$ cat src/rtl/decode_stage.sv
// Registered MIPS-I instruction decode stage with valid/ready handshake, flush,
// load-use stall detection, illegal-instruction flagging and a saturating stall counter.
module decode_stage #(
  parameter int XLEN      = 32,
  parameter int ALUCODE_W = 5,
  parameter int HAZARD_EN = 1,
  parameter int CNT_W     = 16
) (
  input  logic                 clk_i,
  input  logic                 rst_i,
  input  logic                 if_valid_i,
  input  logic [31:0]          if_instr_i,
  input  logic [XLEN-1:0]      if_pc_i,
  output logic                 if_ready_o,
  input  logic                 flush_i,
  input  logic                 ex_ready_i,
  output logic                 id_valid_o,
  output logic [XLEN-1:0]      id_pc_o,
  output logic [ALUCODE_W-1:0] id_alucode_o,
  output logic [9:0]           id_ctrl_o,
  output logic [4:0]           id_rs_o,
  output logic [4:0]           id_rt_o,
  output logic [4:0]           id_rd_o,
  output logic [4:0]           id_shamt_o,
  output logic [XLEN-1:0]      id_imm_o,
  output logic                 id_illegal_o,
  output logic [CNT_W-1:0]     stall_cnt_o
);

  localparam logic [ALUCODE_W-1:0] ALU_ADD  = ALUCODE_W'(5'b00000);
  localparam logic [ALUCODE_W-1:0] ALU_AND  = ALUCODE_W'(5'b00001);
  localparam logic [ALUCODE_W-1:0] ALU_XOR  = ALUCODE_W'(5'b00010);
  localparam logic [ALUCODE_W-1:0] ALU_OR   = ALUCODE_W'(5'b00011);
  localparam logic [ALUCODE_W-1:0] ALU_NOR  = ALUCODE_W'(5'b00100);
  localparam logic [ALUCODE_W-1:0] ALU_SUB  = ALUCODE_W'(5'b00101);
  localparam logic [ALUCODE_W-1:0] ALU_ANDI = ALUCODE_W'(5'b00110);
  localparam logic [ALUCODE_W-1:0] ALU_XORI = ALUCODE_W'(5'b00111);
  localparam logic [ALUCODE_W-1:0] ALU_ORI  = ALUCODE_W'(5'b01000);
  localparam logic [ALUCODE_W-1:0] ALU_JR   = ALUCODE_W'(5'b01001);
  localparam logic [ALUCODE_W-1:0] ALU_BEQ  = ALUCODE_W'(5'b01010);
  localparam logic [ALUCODE_W-1:0] ALU_BNE  = ALUCODE_W'(5'b01011);
  localparam logic [ALUCODE_W-1:0] ALU_BGEZ = ALUCODE_W'(5'b01100);
  localparam logic [ALUCODE_W-1:0] ALU_BGTZ = ALUCODE_W'(5'b01101);
  localparam logic [ALUCODE_W-1:0] ALU_BLEZ = ALUCODE_W'(5'b01110);
  localparam logic [ALUCODE_W-1:0] ALU_BLTZ = ALUCODE_W'(5'b01111);
  localparam logic [ALUCODE_W-1:0] ALU_SLL  = ALUCODE_W'(5'b10000);
  localparam logic [ALUCODE_W-1:0] ALU_SRL  = ALUCODE_W'(5'b10001);
  localparam logic [ALUCODE_W-1:0] ALU_SRA  = ALUCODE_W'(5'b10010);
  localparam logic [ALUCODE_W-1:0] ALU_SLT  = ALUCODE_W'(5'b10011);
  localparam logic [ALUCODE_W-1:0] ALU_SLTU = ALUCODE_W'(5'b10100);
  localparam logic [ALUCODE_W-1:0] ALU_ADDU = ALUCODE_W'(5'b10101);
  localparam logic [ALUCODE_W-1:0] ALU_SUBU = ALUCODE_W'(5'b10110);

  localparam int C_REGWRITE = 9;
  localparam int C_REGDST   = 8;
  localparam int C_MEMWRITE = 7;
  localparam int C_MEMREAD  = 6;
  localparam int C_MEMTOREG = 5;
  localparam int C_ALUSRCA  = 4;
  localparam int C_ALUSRCB  = 3;
  localparam int C_J        = 2;
  localparam int C_JR       = 1;
  localparam int C_BRANCH   = 0;

  logic [5:0]  op;
  logic [4:0]  f_rs;
  logic [4:0]  f_rt;
  logic [4:0]  f_rd;
  logic [4:0]  f_shamt;
  logic [5:0]  f_funct;
  logic [15:0] f_imm;

  assign op      = if_instr_i[31:26];
  assign f_rs    = if_instr_i[25:21];
  assign f_rt    = if_instr_i[20:16];
  assign f_rd    = if_instr_i[15:11];
  assign f_shamt = if_instr_i[10:6];
  assign f_funct = if_instr_i[5:0];
  assign f_imm   = if_instr_i[15:0];

  logic [9:0]           dec_ctrl;
  logic [ALUCODE_W-1:0] dec_alu;
  logic                 dec_ill;
  logic                 dec_zext;
  logic                 reads_rs;
  logic                 reads_rt;
  logic                 r_shift;
  logic                 r_arith;

  always_comb begin
    dec_ctrl = '0;
    dec_alu  = ALU_ADD;
    dec_ill  = 1'b0;
    dec_zext = 1'b0;
    reads_rs = 1'b0;
    reads_rt = 1'b0;
    r_shift  = 1'b0;
    r_arith  = 1'b0;
    case (op)
      6'b000000: begin
        reads_rt = 1'b1;
        // The all-zero word is the canonical NOP, not an SLL r0,r0,0.
        if (if_instr_i != 32'd0) begin
          case (f_funct)
            6'b000000: begin r_shift = 1'b1; dec_alu = ALU_SLL;  end
            6'b000010: begin r_shift = 1'b1; dec_alu = ALU_SRL;  end
            6'b000011: begin r_shift = 1'b1; dec_alu = ALU_SRA;  end
            6'b100000: begin r_arith = 1'b1; dec_alu = ALU_ADD;  end
            6'b100001: begin r_arith = 1'b1; dec_alu = ALU_ADDU; end
            6'b100010: begin r_arith = 1'b1; dec_alu = ALU_SUB;  end
            6'b100011: begin r_arith = 1'b1; dec_alu = ALU_SUBU; end
            6'b100100: begin r_arith = 1'b1; dec_alu = ALU_AND;  end
            6'b100101: begin r_arith = 1'b1; dec_alu = ALU_OR;   end
            6'b100110: begin r_arith = 1'b1; dec_alu = ALU_XOR;  end
            6'b100111: begin r_arith = 1'b1; dec_alu = ALU_NOR;  end
            6'b101010: begin r_arith = 1'b1; dec_alu = ALU_SLT;  end
            6'b101011: begin r_arith = 1'b1; dec_alu = ALU_SLTU; end
            6'b001000: begin
              reads_rs       = 1'b1;
              dec_alu        = ALU_JR;
              dec_ctrl[C_JR] = 1'b1;
            end
            default: dec_ill = 1'b1;
          endcase
          if (r_shift || r_arith) begin
            dec_ctrl[C_REGWRITE] = 1'b1;
            dec_ctrl[C_REGDST]   = 1'b1;
            dec_ctrl[C_ALUSRCA]  = r_shift;
            reads_rs             = r_arith;
          end
        end
      end
      6'b001000, 6'b001001, 6'b001010, 6'b001011,
      6'b001100, 6'b001101, 6'b001110: begin
        reads_rs             = 1'b1;
        dec_ctrl[C_REGWRITE] = 1'b1;
        dec_ctrl[C_ALUSRCB]  = 1'b1;
        case (op)
          6'b001001: dec_alu = ALU_ADDU;
          6'b001010: dec_alu = ALU_SLT;
          6'b001011: dec_alu = ALU_SLTU;
          6'b001100: begin dec_alu = ALU_ANDI; dec_zext = 1'b1; end
          6'b001101: begin dec_alu = ALU_ORI;  dec_zext = 1'b1; end
          6'b001110: begin dec_alu = ALU_XORI; dec_zext = 1'b1; end
          default:   dec_alu = ALU_ADD;
        endcase
      end
      6'b100011: begin
        reads_rs             = 1'b1;
        dec_ctrl[C_REGWRITE] = 1'b1;
        dec_ctrl[C_MEMREAD]  = 1'b1;
        dec_ctrl[C_MEMTOREG] = 1'b1;
        dec_ctrl[C_ALUSRCB]  = 1'b1;
      end
      6'b101011: begin
        reads_rs             = 1'b1;
        reads_rt             = 1'b1;
        dec_ctrl[C_MEMWRITE] = 1'b1;
        dec_ctrl[C_ALUSRCB]  = 1'b1;
      end
      6'b000100, 6'b000101: begin
        reads_rs           = 1'b1;
        reads_rt           = 1'b1;
        dec_ctrl[C_BRANCH] = 1'b1;
        dec_alu            = (op == 6'b000100) ? ALU_BEQ : ALU_BNE;
      end
      6'b000110, 6'b000111: begin
        reads_rs = 1'b1;
        if (f_rt != 5'd0) begin
          dec_ill = 1'b1;
        end else begin
          dec_ctrl[C_BRANCH] = 1'b1;
          dec_alu            = (op == 6'b000110) ? ALU_BLEZ : ALU_BGTZ;
        end
      end
      6'b000001: begin
        reads_rs = 1'b1;
        if (f_rt == 5'b00001) begin
          dec_ctrl[C_BRANCH] = 1'b1;
          dec_alu            = ALU_BGEZ;
        end else if (f_rt == 5'b00000) begin
          dec_ctrl[C_BRANCH] = 1'b1;
          dec_alu            = ALU_BLTZ;
        end else begin
          dec_ill = 1'b1;
        end
      end
      6'b000010: dec_ctrl[C_J] = 1'b1;
      default:   dec_ill = 1'b1;
    endcase
    // An undecodable word travels on as an inert no-op.
    if (dec_ill) begin
      dec_ctrl = '0;
      dec_alu  = ALU_ADD;
      reads_rs = 1'b0;
      reads_rt = 1'b0;
    end
  end

  logic [XLEN-1:0] dec_imm;
  assign dec_imm = dec_zext ? {{(XLEN-16){1'b0}}, f_imm}
                            : {{(XLEN-16){f_imm[15]}}, f_imm};

  logic                 id_valid_q,   id_valid_d;
  logic [XLEN-1:0]      id_pc_q;
  logic [ALUCODE_W-1:0] id_alucode_q;
  logic [9:0]           id_ctrl_q;
  logic [4:0]           id_rs_q;
  logic [4:0]           id_rt_q;
  logic [4:0]           id_rd_q;
  logic [4:0]           id_shamt_q;
  logic [XLEN-1:0]      id_imm_q;
  logic                 id_illegal_q;
  logic [CNT_W-1:0]     stall_cnt_q,  stall_cnt_d;

  logic hazard;
  logic accept;

  // A load in ID cannot forward to the instruction right behind it.
  assign hazard = (HAZARD_EN != 0) && id_valid_q && id_ctrl_q[C_MEMREAD] &&
                  (id_rt_q != 5'd0) && if_valid_i &&
                  ((reads_rs && (f_rs == id_rt_q)) || (reads_rt && (f_rt == id_rt_q)));

  assign if_ready_o = (~id_valid_q | ex_ready_i) & ~hazard & ~flush_i;
  assign accept     = if_valid_i & if_ready_o;

  always_comb begin
    id_valid_d  = id_valid_q;
    stall_cnt_d = stall_cnt_q;
    if (flush_i) begin
      id_valid_d = 1'b0;
    end else if (hazard && ex_ready_i) begin
      id_valid_d = 1'b0;
      if (stall_cnt_q != '1) begin
        stall_cnt_d = stall_cnt_q + CNT_W'(1);
      end
    end else if (accept) begin
      id_valid_d = 1'b1;
    end else if (ex_ready_i) begin
      id_valid_d = 1'b0;
    end
  end

  always_ff @(posedge clk_i or posedge rst_i) begin
    if (rst_i) begin
      id_valid_q   <= 1'b0;
      id_pc_q      <= '0;
      id_alucode_q <= '0;
      id_ctrl_q    <= '0;
      id_rs_q      <= '0;
      id_rt_q      <= '0;
      id_rd_q      <= '0;
      id_shamt_q   <= '0;
      id_imm_q     <= '0;
      id_illegal_q <= 1'b0;
      stall_cnt_q  <= '0;
    end else begin
      id_valid_q  <= id_valid_d;
      stall_cnt_q <= stall_cnt_d;
      if (accept) begin
        id_pc_q      <= if_pc_i;
        id_alucode_q <= dec_alu;
        id_ctrl_q    <= dec_ctrl;
        id_rs_q      <= f_rs;
        id_rt_q      <= f_rt;
        id_rd_q      <= f_rd;
        id_shamt_q   <= f_shamt;
        id_imm_q     <= dec_imm;
        id_illegal_q <= dec_ill;
      end
    end
  end

  assign id_valid_o   = id_valid_q;
  assign id_pc_o      = id_pc_q;
  assign id_alucode_o = id_alucode_q;
  assign id_ctrl_o    = id_ctrl_q;
  assign id_rs_o      = id_rs_q;
  assign id_rt_o      = id_rt_q;
  assign id_rd_o      = id_rd_q;
  assign id_shamt_o   = id_shamt_q;
  assign id_imm_o     = id_imm_q;
  assign id_illegal_o = id_illegal_q;
  assign stall_cnt_o  = stall_cnt_q;

endmodule
$ cat config.mk
export PLATFORM = sky130hd
export DESIGN_NAME = decode_stage
export DESIGN_NICKNAME = d
export VERILOG_FILES = /design/src/rtl/decode_stage.sv
export SDC_FILE = /design/constraint.sdc
export NUM_CORES = 1
export LEC_CHECK = 0
export ABC_CLOCK_PERIOD_IN_PS = 4200
export BUFFER_PORTS_ARGS = -buffer_cell sky130_fd_sc_hd__buf_2
export CAP_MARGIN = 40
export CORE_AREA = 2 2 102 104
export DETAILED_ROUTE_END_ITERATION = 10
export DIE_AREA = 0 0 104 106
export PLACE_DENSITY = 0.78
export SKIP_LAST_GASP = 1
export SYNTH_ARGS = -nofsm -noshare
export SYNTH_HDL_FRONTEND = slang
export SYNTH_SLANG_ARGS = --single-unit
$ cat constraint.sdc
create_clock -name clk_i -period 4.2 [get_ports clk_i]
set_input_delay 1.05 -clock clk_i [delete_from_list [all_inputs] [get_ports clk_i]]
set_output_delay 1.05 -clock clk_i [all_outputs]
set_load 0.05 [all_outputs]
# ---- Word level (Yosys, flattened, before mapping)
# Cells that the tools add are included.
dict set report totals {
  latchBits 0
  regBits 117
  inputBits 69
  memories 0
  output_inout_bits 118
  rom_bits 0
  ramBits 0
}
dict set report classes {
  n_mux 54
  addsub 1
  order_cmp 0
  n_shift 0
  eq_ne 32
  n_reduce_logical 29
  n_mul 0
  div 0
  bitwise_logic 7
}
# operator n
set op_table {}
lappend op_table {{6-bit == test (second input constant)} 12}
lappend op_table {{5-bit case mux with 13 select lines} 1}
lappend op_table {{6-bit by 4-bit == test with 1-bit output (second input constant)} 8}
lappend op_table {{1-bit two-way mux} 36}
lappend op_table {{32-bit two-way mux} 1}
lappend op_table {{32-bit nonzero test} 1}
lappend op_table {{5-bit case mux with 6 select lines} 1}
lappend op_table {{14-bit OR reduction} 2}
lappend op_table {{5-bit case mux with 5 select lines} 1}
lappend op_table {{6-bit by 3-bit == test with 1-bit output (second input constant)} 4}
lappend op_table {{6-bit by 2-bit == test with 1-bit output (second input constant)} 3}
lappend op_table {{16-bit by 1-bit adder with 16-bit output (second input constant)} 1}
lappend op_table {{16-bit inequality test (second input constant)} 1}
lappend op_table {{6-bit zero test} 2}
lappend op_table {{4-bit two-way mux} 3}
lappend op_table {{12-bit OR reduction} 1}
lappend op_table {{5-bit == test} 2}
lappend op_table {{10-bit two-way mux} 1}
lappend op_table {{5-bit two-way mux} 2}
lappend op_table {{5-bit nonzero test} 2}
lappend op_table {{10-bit OR reduction} 1}
lappend op_table {{9-bit OR reduction} 1}
lappend op_table {{2-bit two-way mux} 4}
lappend op_table {{8-bit OR reduction} 1}
lappend op_table {{17 further kinds} 31}

# ---- Depth between registers and ports, before layout
dict set report logic_depth {
  word_depth 20
  ltp_mapped 11
  ltp_nobuf 8
}

# ---- Least setup slack after synthesis
# OpenSTA, ideal clock, no wires.
dict set report synth_timing {
  kind {in2out}
  from {input if_instr_i[17]}
  to {output if_ready_o}
  n_path_buf 0
  required_time_ps 3150
  slack_ps 272
  arrival_time_ps 2878
  cell_stages 6
  path_cell_list {or4_4 -> nand4bb_1 -> o21ai_2 -> nor3_2 -> o2111ai_2 -> and2_1}
}
dict set report synth_between {
  elab_chain_cells 11
}
# item line_no
set synth_lines {}
lappend synth_lines {{start, declared} 12} ;# input logic [31:0] if_instr_i,
lappend synth_lines {{5-bit zero test} 181} ;# end else if (f_rt == 5'b00000) begin
lappend synth_lines {{1-bit two-way mux} 181}
lappend synth_lines {{1-bit two-way mux} 178} ;# if (f_rt == 5'b00001) begin
lappend synth_lines {{1-bit case mux with 4 select lines} 99} ;# case (op)
lappend synth_lines {{1-bit two-way mux} 192} ;# if (dec_ill) begin
lappend synth_lines {{1-bit logical AND} 222} ;# ((reads_rs && (f_rs == id_rt_q)) || (reads_rt && (f_rt == id_rt_q)));
lappend synth_lines {{1-bit logical OR *} 222}
lappend synth_lines {{1-bit logical AND *} 221} ;# (id_rt_q != 5'd0) && if_valid_i &&
lappend synth_lines {{1-bit inverter *} 224} ;# assign if_ready_o = (~id_valid_q | ex_ready_i) & ~hazard & ~flush_i;
lappend synth_lines {{1-bit bitwise AND * (2 in a row)} 224}
lappend synth_lines {{end, declared} 14} ;# output logic if_ready_o,
# Mark *: on every way between the ends. The rest lies on a longest branch, timed or not.

# ---- Final worst setup path
# Same ends and word-level chain as after synthesis.

==> qor.txt <==
Residual DRC: 0
Die width: 104 µm
Syn avg cell area: 11.2 µm²
Fmax: 0.255 GHz
Critical path arrival: 2870 ps
CTS tree: yes
Setup ws final: 283 ps
Clock insertion delay at the later pin of the skew report: 360 ps
Clk root buf: clkbuf_8
Instance count of the mapped netlist: 417
Placed inst area: 5490 µm²
Worst Setup SP: if_instr_i[17]
Mapped Area: 4650 µm²
Ys async rst share: 1.00
Final net count: 646
Input/output buffers: 186
Fin. max-slew vios: 0
Status: finished clean
DR WL/cell: 15.7 µm
Post-Place Worst Slack: 274 ps
Antenna Nets Post-Route: 0
Worst slew pin tran: 523 ps
CTS Buffer Depth: 2
CP Launch Type: primary input
Main synth FF type: dfrtp_1
#FFs+latches synth: 91
Critical R2R Launch: id_rt_o[2]$_DFFE_PP0P_
Drt initial violations: 144
Final wirelength: 11,200 µm
Post-CTS Setup Repair Bufs: 0
Layout cells sized above 1: 0.482
Hold Crit Class: reg2reg
IO Pins: 187
Clock sink total: 91
Number of global-route vias before repair: 3,633
Core area: 10000 µm²
Starting Density: 0.465
Reg clk slew, reported paths: 90 ps
RSZ-0062 raised after global routing: false
Diode count: 0
# hold bufs at CTS: 0
Required time of the worst setup path: 3150 ps
Hold Vio Cnt, Final: 0
Global route overflow: 0
# setup viols final: 0
Core Util, Final: 0.569
EDFF count, synth: 0
CP endpoint kind: output port
Die Y: 106 µm
Area growth syn-to-layout: 22.3%
Setup slack, reg-to-reg: 1450 ps
Reg2reg end: id_pc_o[17]$_DFFE_PP0P_
Initial antenna violation count: 0
Slew margin rel.: 0.648
Mapped Nets: 487
Die Area: 11,000 µm²
Routability cong.: 0.848
DP HPWL: 8520 µm
Post-layout min period: 3920 ps
H-Tree Level Count: 3
Global-route wire length before repair: 17,900 µm
Final Power: 0.00258 W
Post-route cell area: 5690 µm²
CP Capture Point: if_ready_o
Register-to-Register Path Depth: 9
Row cnt: 37
Clk_skew: 13.3 ps
Largest net degree at the start of global routing: 41
Worst VDD drop: 0.312 mV
Number of vias per cell: 5.21
Synth warnings: 0
Total global-route track usage: 0.202
Via count: 3,736
Critical path class: in2out
Synth cell types: 57
Commonest non-fill, non-tap cell in the layout: buf_2
Leak: 2.82 nW
Pre-antenna DRT Iters: 4
Crit-path max FO: 4
Post-synthesis sequential area ratio: 0.489
Max_cap viols: 0
Final setup TNS: 0 ps
Num CTS Buffers: 9
Fraction of the cycle the final worst path needs: 0.933
Gates resized, CTS repair: 0
Pwr per Cell Area: 454 nW/µm²
Commonest cells after routing, fill and taps aside: 186 x buf_2, 91 x dfrtp_1, 59 x mux2_2
[per-stage QoR]
| step | hold slack, ps | instances |
|---|---|---|
| detailed placement | 466 | 701 |
| global placement | 461 | 701 |
| finish | 482 | 717 |
| global route | 507 | 717 |
| CTS | 484 | 717 |
| floorplan | 746 | 417 |
[worst max-delay path: stages]
cell	delay, ps
buf_2	120
or4_4	570
nand4bb_1	230
o21ai_2	200
nor3_2	80
o2111ai_2	190
and2_1	160
buf_2	260
[cell usage after synthesis (all sizes together) (3+ instances only)]
| library cell | instances | area share |
|---|---|---|
| xnor2 | 7 | 0.013 |
| nand2b | 9 | 0.012 |
| nor3 | 15 | 0.017 |
| o21ai | 14 | 0.016 |
| buf | 36 | 0.062 |
| nor2 | 22 | 0.018 |
| dfrtp | 91 | 0.49 |
| and2 | 3 | 0.0040 |
| mux2 | 59 | 0.14 |
| a22oi | 3 | 0.0048 |
| nor4 | 12 | 0.019 |
| o22ai | 3 | 0.0040 |
| o31ai | 4 | 0.0065 |
| inv | 7 | 0.0056 |
| nand3 | 11 | 0.015 |
| a21oi | 13 | 0.014 |
| xor2 | 20 | 0.038 |
| clkbuf | 11 | 0.0089 |
| nand4 | 3 | 0.0040 |
| nand2 | 33 | 0.028 |
| a22o | 4 | 0.0075 |
| and3 | 4 | 0.0054 |
[layer usage]
metal	global-route usage	routed length, µm
met1	0.257	4760
met2	0.331	5500
met3	0.0484	760
met4	0.0859	225
met5	0	0
[sequential cells by signal, indices dropped and copies added (netlist names)]
signal        flops
id_rt_o           5
id_pc_o          32
id_illegal_o      1
id_rd_o           4
id_imm_o          9
stall_cnt_o      16
id_ctrl_o         9
id_alucode_o      5
id_valid_o        1
id_rs_o           5
id_shamt_o        4
[power breakdown]
| part | internal (W) | switching, W | total [W] |
|---|---|---|---|
| registers | 0.000977 | 0.0000676 | 0.00105 |
| logic | 0.000234 | 0.000696 | 0.000930 |
| clock network | 0.000279 | 0.000330 | 0.000608 |
[worst min path at each step]
stage | to | start | cells after the start
after floorplan | id_imm_o[5]$_DFFE_PP0P_ | id_imm_o[5]$_DFFE_PP0P_ | 2
after global placement | id_alucode_o[2]$_DFFE_PP0P_ | id_alucode_o[2]$_DFFE_PP0P_ | 1
after detailed placement | id_alucode_o[2]$_DFFE_PP0P_ | id_alucode_o[2]$_DFFE_PP0P_ | 1
after CTS | stall_cnt_o[8]$_DFFE_PP0P_ | stall_cnt_o[8]$_DFFE_PP0P_ | 1
after global routing | stall_cnt_o[10]$_DFFE_PP0P_ | stall_cnt_o[10]$_DFFE_PP0P_ | 1
final | stall_cnt_o[8]$_DFFE_PP0P_ | stall_cnt_o[8]$_DFFE_PP0P_ | 1
[final cells by class]
type / count / area, µm²
fillers: 902 / 4310
flip-flops and latches: 91 / 2280
multi-input cells: 272 / 2020
repair buffers: 195 / 998
well taps: 136 / 170
clock buffers: 9 / 124
clock inverters: 7 / 73.8
inverters: 7 / 27.5
[logic make-up (layout without fill, tap and decap cells)]
family / after synthesis / in the layout / share of synthesized area
mux: 61 / 61 / 0.147
compound gates: 60 / 60 / 0.0903
buf+inv: 54 / 218 / 0.0766
fa+ha+maj: 1 / 1 / 0.00269
xor+xnor: 27 / 27 / 0.0508
flops: 91 / 91 / 0.489
simple gates: 123 / 123 / 0.143
Power figures use the tool's default switching activity.
